<file path="src/rtl/mem_arbiter.sv">
// Round-robin arbiter sharing the unified memory port between the MIPS core and the loader.
// Define MEM_ARB_STATS_EN to add saturating per-master grant counters.
module mem_arbiter #(
  parameter int unsigned N     = 64,
  parameter int unsigned CNT_W = 16
) (
  input  logic             clk,
  input  logic             reset,
  input  logic             cpu_req,
  input  logic [1:0]       cpu_we,
  input  logic             cpu_dword,
  input  logic [N-1:0]     cpu_addr,
  input  logic [N-1:0]     cpu_wdata,
  output logic [N-1:0]     cpu_rdata,
  output logic             cpu_ready,
  input  logic             dbg_req,
  input  logic [1:0]       dbg_we,
  input  logic             dbg_dword,
  input  logic [N-1:0]     dbg_addr,
  input  logic [N-1:0]     dbg_wdata,
  output logic [N-1:0]     dbg_rdata,
  output logic             dbg_ready,
  output logic [1:0]       mem_we,
  output logic             mem_dword,
  output logic [N-1:0]     mem_addr,
  output logic [N-1:0]     mem_wdata,
  input  logic [N-1:0]     mem_rdata,
  output logic [1:0]       owner
`ifdef MEM_ARB_STATS_EN
  ,
  output logic [CNT_W-1:0] cpu_grants,
  output logic [CNT_W-1:0] dbg_grants
`endif
);

  typedef enum logic [1:0] {
    StIdle   = 2'b00,
    StGntCpu = 2'b01,
    StGntDbg = 2'b10
  } state_e;

  state_e state_q, state_d;
  logic   last_dbg_q, last_dbg_d;

  always_ff @(posedge clk or posedge reset) begin
    if (reset) begin
      state_q    <= StIdle;
      last_dbg_q <= 1'b1;
    end else begin
      state_q    <= state_d;
      last_dbg_q <= last_dbg_d;
    end
  end

  // Contention goes to whichever master did not win the previous grant.
  always_comb begin
    state_d    = StIdle;
    last_dbg_d = last_dbg_q;
    if (cpu_req && dbg_req) begin
      state_d = last_dbg_q ? StGntCpu : StGntDbg;
    end else if (cpu_req) begin
      state_d = StGntCpu;
    end else if (dbg_req) begin
      state_d = StGntDbg;
    end
    if (state_d == StGntCpu) begin
      last_dbg_d = 1'b0;
    end else if (state_d == StGntDbg) begin
      last_dbg_d = 1'b1;
    end
  end

  // A master that withdraws its request in its grant cycle gets no write and no ready.
  always_comb begin
    mem_we    = 2'b00;
    mem_dword = 1'b0;
    mem_addr  = '0;
    mem_wdata = '0;
    cpu_ready = 1'b0;
    cpu_rdata = '0;
    dbg_ready = 1'b0;
    dbg_rdata = '0;
    unique case (state_q)
      StGntCpu: begin
        mem_we    = cpu_req ? cpu_we : 2'b00;
        mem_dword = cpu_dword;
        mem_addr  = cpu_addr;
        mem_wdata = cpu_wdata;
        cpu_ready = cpu_req;
        cpu_rdata = mem_rdata;
      end
      StGntDbg: begin
        mem_we    = dbg_req ? dbg_we : 2'b00;
        mem_dword = dbg_dword;
        mem_addr  = dbg_addr;
        mem_wdata = dbg_wdata;
        dbg_ready = dbg_req;
        dbg_rdata = mem_rdata;
      end
      default: ;
    endcase
  end

  assign owner = state_q;

`ifdef MEM_ARB_STATS_EN
  logic [CNT_W-1:0] cpu_grants_q, dbg_grants_q;

  always_ff @(posedge clk or posedge reset) begin
    if (reset) begin
      cpu_grants_q <= '0;
      dbg_grants_q <= '0;
    end else begin
      if (cpu_ready && (cpu_grants_q != '1)) cpu_grants_q <= cpu_grants_q + 1'b1;
      if (dbg_ready && (dbg_grants_q != '1)) dbg_grants_q <= dbg_grants_q + 1'b1;
    end
  end

  assign cpu_grants = cpu_grants_q;
  assign dbg_grants = dbg_grants_q;
`endif

endmodule

</file>
<file path="config.mk">
export PLATFORM = sky130hd
export DESIGN_NAME = mem_arbiter
export DESIGN_NICKNAME = d
export VERILOG_FILES = /design/src/rtl/mem_arbiter.sv
export SDC_FILE = /design/constraint.sdc
export NUM_CORES = 1
export LEC_CHECK = 0
export CORE_AREA = 3 3 226 228
export DETAILED_ROUTE_END_ITERATION = 7
export DIE_AREA = 0 0 229 231
export GPL_TIMING_DRIVEN = 0
export PLACE_DENSITY = 0.3
export SYNTH_ARGS = -nofsm -noshare
export SYNTH_HDL_FRONTEND = slang
export SYNTH_SLANG_ARGS = --single-unit
export TNS_END_PERCENT = 100
</file>
<file path="constraint.sdc">
create_clock -name clk -period 2.05 [get_ports clk]
set_input_delay 0.41 -clock clk [delete_from_list [all_inputs] [get_ports clk]]
set_output_delay 0.41 -clock clk [all_outputs]
set_load 0.05 [all_outputs]
</file>
==> impl_results.md, run 1 <==
- Status: finished with violations
- Failing checks: negative setup slack
- CTS sink cnt: 3
- Synthesis-to-layout area growth: 329%
- Cell with the most instances after synthesis: and2_1
- Reg2reg end: last_dbg_q
- RSZ-0062 raised after global routing: yes
- Post-synth EDFFs: 0
- Slew at the pin with the worst max-slew slack: 0.613 ns
- Die width: 229 um
- Max-slew violations: 0
- Dpl ws: -0.946 ns
- Tmin final: 2.20 ns
- Max Clk Rate: 455 MHz
- Reg2reg path depth: 4
- Largest area contributor in the netlist: a22oi_1
- Worst endpoint required time: 1.64 ns
- Root Buffer Master: clkbuf_16
- Pleak: 4.47 nW
- Top cells by count, synth: 131 x and2_1, 129 x a22oi_1, 129 x nor2_1
- Critical R2R Launch: last_dbg_q
- Core box area: 49100 sq um
- Clk_skew: 0.000629 ns
- Max_cap viols: 0
- Average wire per standard cell: 20.4 um
- Final Cycle Share: 107%
- CP Class: flop to primary output
- Via Count: 6019
- DRT iter0 DRCs: 89
- CP Max Fanout: 10
- CTS buffer count: 3
- Total track usage: 12.5%
- Share of the synthesized area in the top cell type: 33.8%
- DIE AREA: 52900 sq um
- Synth cell types: 17
- CTS tree: built
- Remaining DRCs: 0
- Number of routed nets with antenna violations: 0
- Non-Filler Instances: 1740
- Vias in the first global route: 6705
- IO buf count: 592
- Worst setup EP type: primary output
- Initial antenna violation count: 0
- Async S/R FF share, synth: 100%
- Startpoint types: flop
- Reg clk slew, reported paths: 0.03 ns
- CTS Buffer Depth: 2
- I/O pin count: 593
- Rows: 81
- Seq/Total Area, Yosys: 2.66%
- Htree depth: 1
- Cell Area, Synth: 2870 sq um
- Synthesized Nets: 802
- Synth top area cells: a22oi_1 34%, and2_1 29%, nor2_1 17%, buf_6 5.5%, buf_4 4.2%
- Inst Count DP: 1724
- Slew HR: 59.0%
- Final hold vios: 0
- First-pass GRT wire length: 49.4 mm
- YS warnings: 0
- Hpwl dp: 29.9 mm
- Setup slack, reg-to-reg: 0.71 ns
- Final WL: 35.5 mm
- Final GP Congestion: 0.796
- Drt pass-1 iters: 4
- Fill cells: 5382
- Nets: 1411
- WHS: 0.370 ns
- Largest net degree at the start of global routing: 11
- Synthesized area per cell: 6.13 sq um
- Fraction of layout cells with a size suffix above 1: 56.5%
- Final setup fails: 190
- CP arrival: 1.79 ns
- Diode count: 0
- Synthesis-stage register bit count: 3
- Top_reg_cell synth: dfrtp_1
- Final WS setup: -0.148 ns
- Area taken by flip-flops and latches: 78.8 sq um
- Peak supply drop: 239 uV
- Clk Latency, worst-skew pair: 0.22 ns
- Starting Density: 5.85%
- GR Overflow Total: 0
- P per Cell Area: 730 nW/um^2
- Multi-input logic area: 4070 sq um
- Chip Height: 231 um
- Hold WC Path Type: input port to async pin
- Via/cell ratio: 3.46
- Post-Synthesis Cells: 468
## kinds of logic after synthesis
logic type                 after synthesis  synth area share, %
DFF                                      3                 2.66
muxes                                    1                0.349
buffers and inverters                   62                 14.4
and+or+nand+nor                        266                 46.4
adders and majority gates                4                 1.75
AOI/OAI and AO/OA                      132                 34.4
## worst max-delay path by stage
| stage | from | endpoint | slack, ns | depth (start not counted) |
|---|---|---|---|---|
| after CTS | owner[0] | mem_wdata[35] | -0.21 | 7 |
| after global routing | owner[0] | mem_wdata[53] | -0.19 | 7 |
| after detailed placement | owner[1] | mem_dword | -0.95 | 7 |
| after floorplan | owner[0] | mem_addr[10] | -0.09 | 6 |
| after global placement | owner[0] | mem_wdata[30] | -0.92 | 7 |
| final | owner[1] | mem_wdata[53] | -0.15 | 6 |
## routing by layer
metal / share of wire, % / wire [um] / track usage [%]
met1: 36 / 12800 / 13.6
met5: 0 / 0 / 0
met3: 8.1 / 2880 / 3.68
met2: 55 / 19600 / 24.8
met4: 0.61 / 218 / 0.902
## cell usage in the layout, fill, tap and decap left out
cell type / count
dfstp_2: 1
nand3_1: 2
nand2_1: 2
a21oi_4: 1
buf_8: 40
buf_2: 4
dfrtp_2: 2
clkbuf_8: 3
a21boi_0: 1
nand3_4: 2
buf_6: 155
clkbuf_16: 11
buf_12: 24
and2_4: 6
and2_1: 125
buf_16: 4
ha_4: 2
a22oi_1: 1
inv_2: 2
ha_1: 2
clkbuf_1: 1
a22oi_2: 128
mux2i_1: 1
buf_4: 58
a21oi_2: 1
nor2_4: 129
bufbuf_16: 1
clkdlybuf4s50_1: 331
inv_1: 2
clkbuf_4: 34
## power by group
group	total [W]	internal (W)	leakage (nW)	switching (W)
sequential	0.000101	0.0000834	0.0328	0.0000175
clock	0.000308	0.000257	0.0382	0.0000519
combinational	0.00858	0.00343	4.40	0.00514
## cell type report
cell class / instances / share of cell area (%)
plain buffers: 56 / 7.43
flip-flops and latches: 3 / 0.641
well taps: 664 / 6.75
multi-input cells: 403 / 33.0
repair buffers: 606 / 51.4
clock buffers: 4 / 0.641
inverters: 4 / 0.122
## metrics by stage
stage                     TNS (ns)  cell area (sq um)  utilization, %  total power [W]
final                       -13.07              12300            25.1          0.00899
after floorplan              -7.27               3880               -          0.00475
after detailed placement   -198.42              10600            21.7          0.00747
after global routing        -26.72              12300            25.1          0.00943
after CTS                   -34.85              11600            23.6          0.00864
after global placement     -195.95              10600            21.7          0.00751
## sequential cells by signal, indices dropped and copies added, names as in the netlist
register and cells:
owner 2, last_dbg_q 1
## worst max-delay path, stage by stage (launching register included)
cell       delay (ns)
dfrtp_2          0.44
ha_4             0.20
bufbuf_16        0.29
buf_12           0.15
a22oi_2          0.27
nor2_4           0.05
buf_8            0.15
## repair_timing
item                        CTS  global route
buffers inserted              5             2
pin swaps                    26            50
gates cloned                  3             4
resized for setup          1626           471
hold buffers                  0             0
setup endpoints to repair   261           260
Power figures use the tool's default switching activity.
==> run 2: changes to the inputs <==
- CTS_CLUSTER_DIAMETER: not set -> 80
- GPL_TIMING_DRIVEN: 0 -> not set
- PLACE_DENSITY: 0.3 -> not set
==> run 2 against run 1 <==
Net effect:
- the run still ends with negative setup slack left
- sequential power about the same
- sequential share of layout area decreased by 0.095 points
- clock skew is 0.0010 ns higher
- worst hold slack got worse by 0.016 ns
- critical path type unchanged
- critical endpoint is now mem_wdata[37]
- largest cell class unchanged
==> impl_results.md, run 2 (same netlist as run 1, synthesis figures left out) <==
- Status: finished with violations
- Failing checks: negative setup slack
- Slowest-stage cell, CP: dfrtp_2
- DRT iter0 DRCs: 137 (+54%)
- Largest net degree at the start of global routing: 47 (+36)
- Via/cell ratio: 3.51 (+1.6%)
- GR Overflow Total: 0 (unchanged)
- Final hold vios: 0 (unchanged)
- Htree depth: 1 (unchanged)
- Peak supply drop: 481 uV (+100%)
- Initial antenna violation count: 2 (+2)
- Tmin final: 2.21 ns (+0.0126 ns)
- P per Cell Area: 710 nW/um^2 (-2.8%)
- Total track usage: 10.5% (-2.1 points)
- Critical path, cell by cell: inv_2, ha_4, buf_12, buf_4, a22oi_1, nor2_4, buf_12
- IO buf count: 592 (unchanged)
- CTS Hold Bufs: 0 (unchanged)
- Critical R2R Launch: last_dbg_q
- Dpl ws: 0.0102 ns (+0.956 ns)
- Max FFs per register: 2 (unchanged)
- RSZ-0062 raised after global routing: yes
- Final WL: 31.8 mm (-10%)
- Hpwl dp: 25.3 mm (-15%)
- CP arrival: 1.80 ns (about the same)
- Via Count: 6199 (+3.0%)
- Remaining DRCs: 0 (unchanged)
- Clk_skew: 0.00163 ns (+0.00100 ns)
- Die width: 229 um (unchanged)
- CTS sink cnt: 3 (unchanged)
- Reg clk slew, reported paths: 0.03 ns (about the same)
- CP Class: flop to primary output
- Max-slew violations: 0 (unchanged)
- Final Cycle Share: 108% (+0.61 points)
- Average wire per standard cell: 18.0 um (-11%)
- CTS buffer count: 3 (unchanged)
- CP Max Fanout: 29 (+19)
- Largest stage delay on the critical path: 0.40 ns (-0.04 ns)
- Tot Pwr: 0.0103 W (+14%)
- Buffers & Inverters on Critical Path: 4 (+1)
- Top Family by Delay on Critical Path: buffers and inverters
- Final GP Congestion: 0.949 (+19%)
- Final WS setup: -0.161 ns (-0.0126 ns)
- Max_cap viols: 0 (unchanged)
- CTS Buffer Depth: 2 (unchanged)
- WHS: 0.354 ns (-0.0161 ns)
- Core Util, Final: 29.4% (+4.4 points)
- Synthesis-to-layout area growth: 404%
- Pleak: 5.15 nW (+15%)
- Number of routed nets with antenna violations: 0 (unchanged)
- Most frequent cells in the layout: 329 x clkdlybuf4s50_1, 239 x buf_12, 129 x nor2_4
- Core box area: 49100 sq um (unchanged)
- DIE AREA: 52900 sq um (unchanged)
- Worst endpoint required time: 1.64 ns (about the same)
- Slew HR: 67.5% (+8.5 points)
- Worst setup path start: owner[0]
- Drt pass-1 iters: 4 (unchanged)
- CP dominant cell by count: buf_12
- Rows: 81 (unchanged)
- Fraction of layout cells with a size suffix above 1: 59.0% (+2.5 points)
- I/O pin count: 593 (unchanged)
- Hold WC Path Type: input port to async pin
- CTS tree: built
- Leading cell type in the layout, fill and taps excluded: clkdlybuf4s50_1
- Worst setup EP type: primary output
- Slew at the pin with the worst max-slew slack: 0.488 ns (-0.126 ns)
- Root Buffer Master: clkbuf_16
- First-pass GRT wire length: 42.6 mm (-14%)
- Starting Density: 5.85% (unchanged)
- Chip Height: 231 um (unchanged)
- Final setup fails: 175 (-7.9%)
- Clk Latency, worst-skew pair: 0.22 ns (about the same)
- Max Clk Rate: 452 MHz (-0.57%)
- Nets: 1434 (+1.6%)
- Vias in the first global route: 6633 (-1.1%)
- Startpoint types: flop
run 2: cell count changes in the layout (fill, tap and decap cells not counted), sizes merged:
cell and change:
bufbuf -1, diode +1, clkdlybuf4s50 -2, clkbuf -40
buf +66
run 2: area by class of cell:
type	count	area (sq um)
Sequential cell	3	78.8
Timing Repair Buffer	685	9400
Antenna cell	1	2.50
Multi-Input combinational cell	403	4030
Fill cell	5020	34600
Tap cell	664	831
Clock buffer	4	78.8
Inverter	4	15.0
run 2: per-layer routing:
layer  wire length [um]  up-vias  global-route usage, %
met5                 13        -                      0
met4                563        2                   2.35
met3               2570       23                   2.94
met2              16900      353                   19.9
met1              11800     2917                   11.5
li1                   -     2904                      -
run 2: where the power goes:
group	switching, W	internal (W)
registers	0.0000144	0.0000831
clock network	0.0000548	0.000257
logic	0.00530	0.00454
run 2: worst paths after layout:
check / endpoint / slack (ns) / cells after the start
worst max-delay path: mem_wdata[37] / -0.16 / 7
worst min-delay path: owner[1] / 0.35 / 2
worst max register to register: last_dbg_q / 0.68 / 4
worst min register to register: last_dbg_q / 0.49 / 2
max in group asynchronous: last_dbg_q / 1.48 / 2
min in group clk: last_dbg_q / 0.49 / 2
run 2: what timing repair did:
| action | 4_1_cts | 5_1_grt |
|---|---|---|
| gates cloned | 0 | 9 |
| hold endpoints to repair | 0 | 0 |
| gates resized for setup | 86 | 141 |
| setup buffers | 0 | 12 |
| pin swaps | 1 | 18 |
| endpoints found under the setup margin | 253 | 255 |
run 2: through the flow:
step	cell area [sq um]	setup TNS, ns	instances
finish	14400	-11.42	1764
global route	14400	-28.71	1763
CTS	13600	-17.05	1742
detailed placement	13100	0	1738
global placement	13100	0	1738
floorplan	3880	-7.27	468
run 2: worst register-to-register path, cell delays in order (launching register included):
cell      delay [ns]
dfstp_2         0.52
inv_1           0.05
a21boi_0        0.28
ha_1            0.31
mux2i_1         0.15
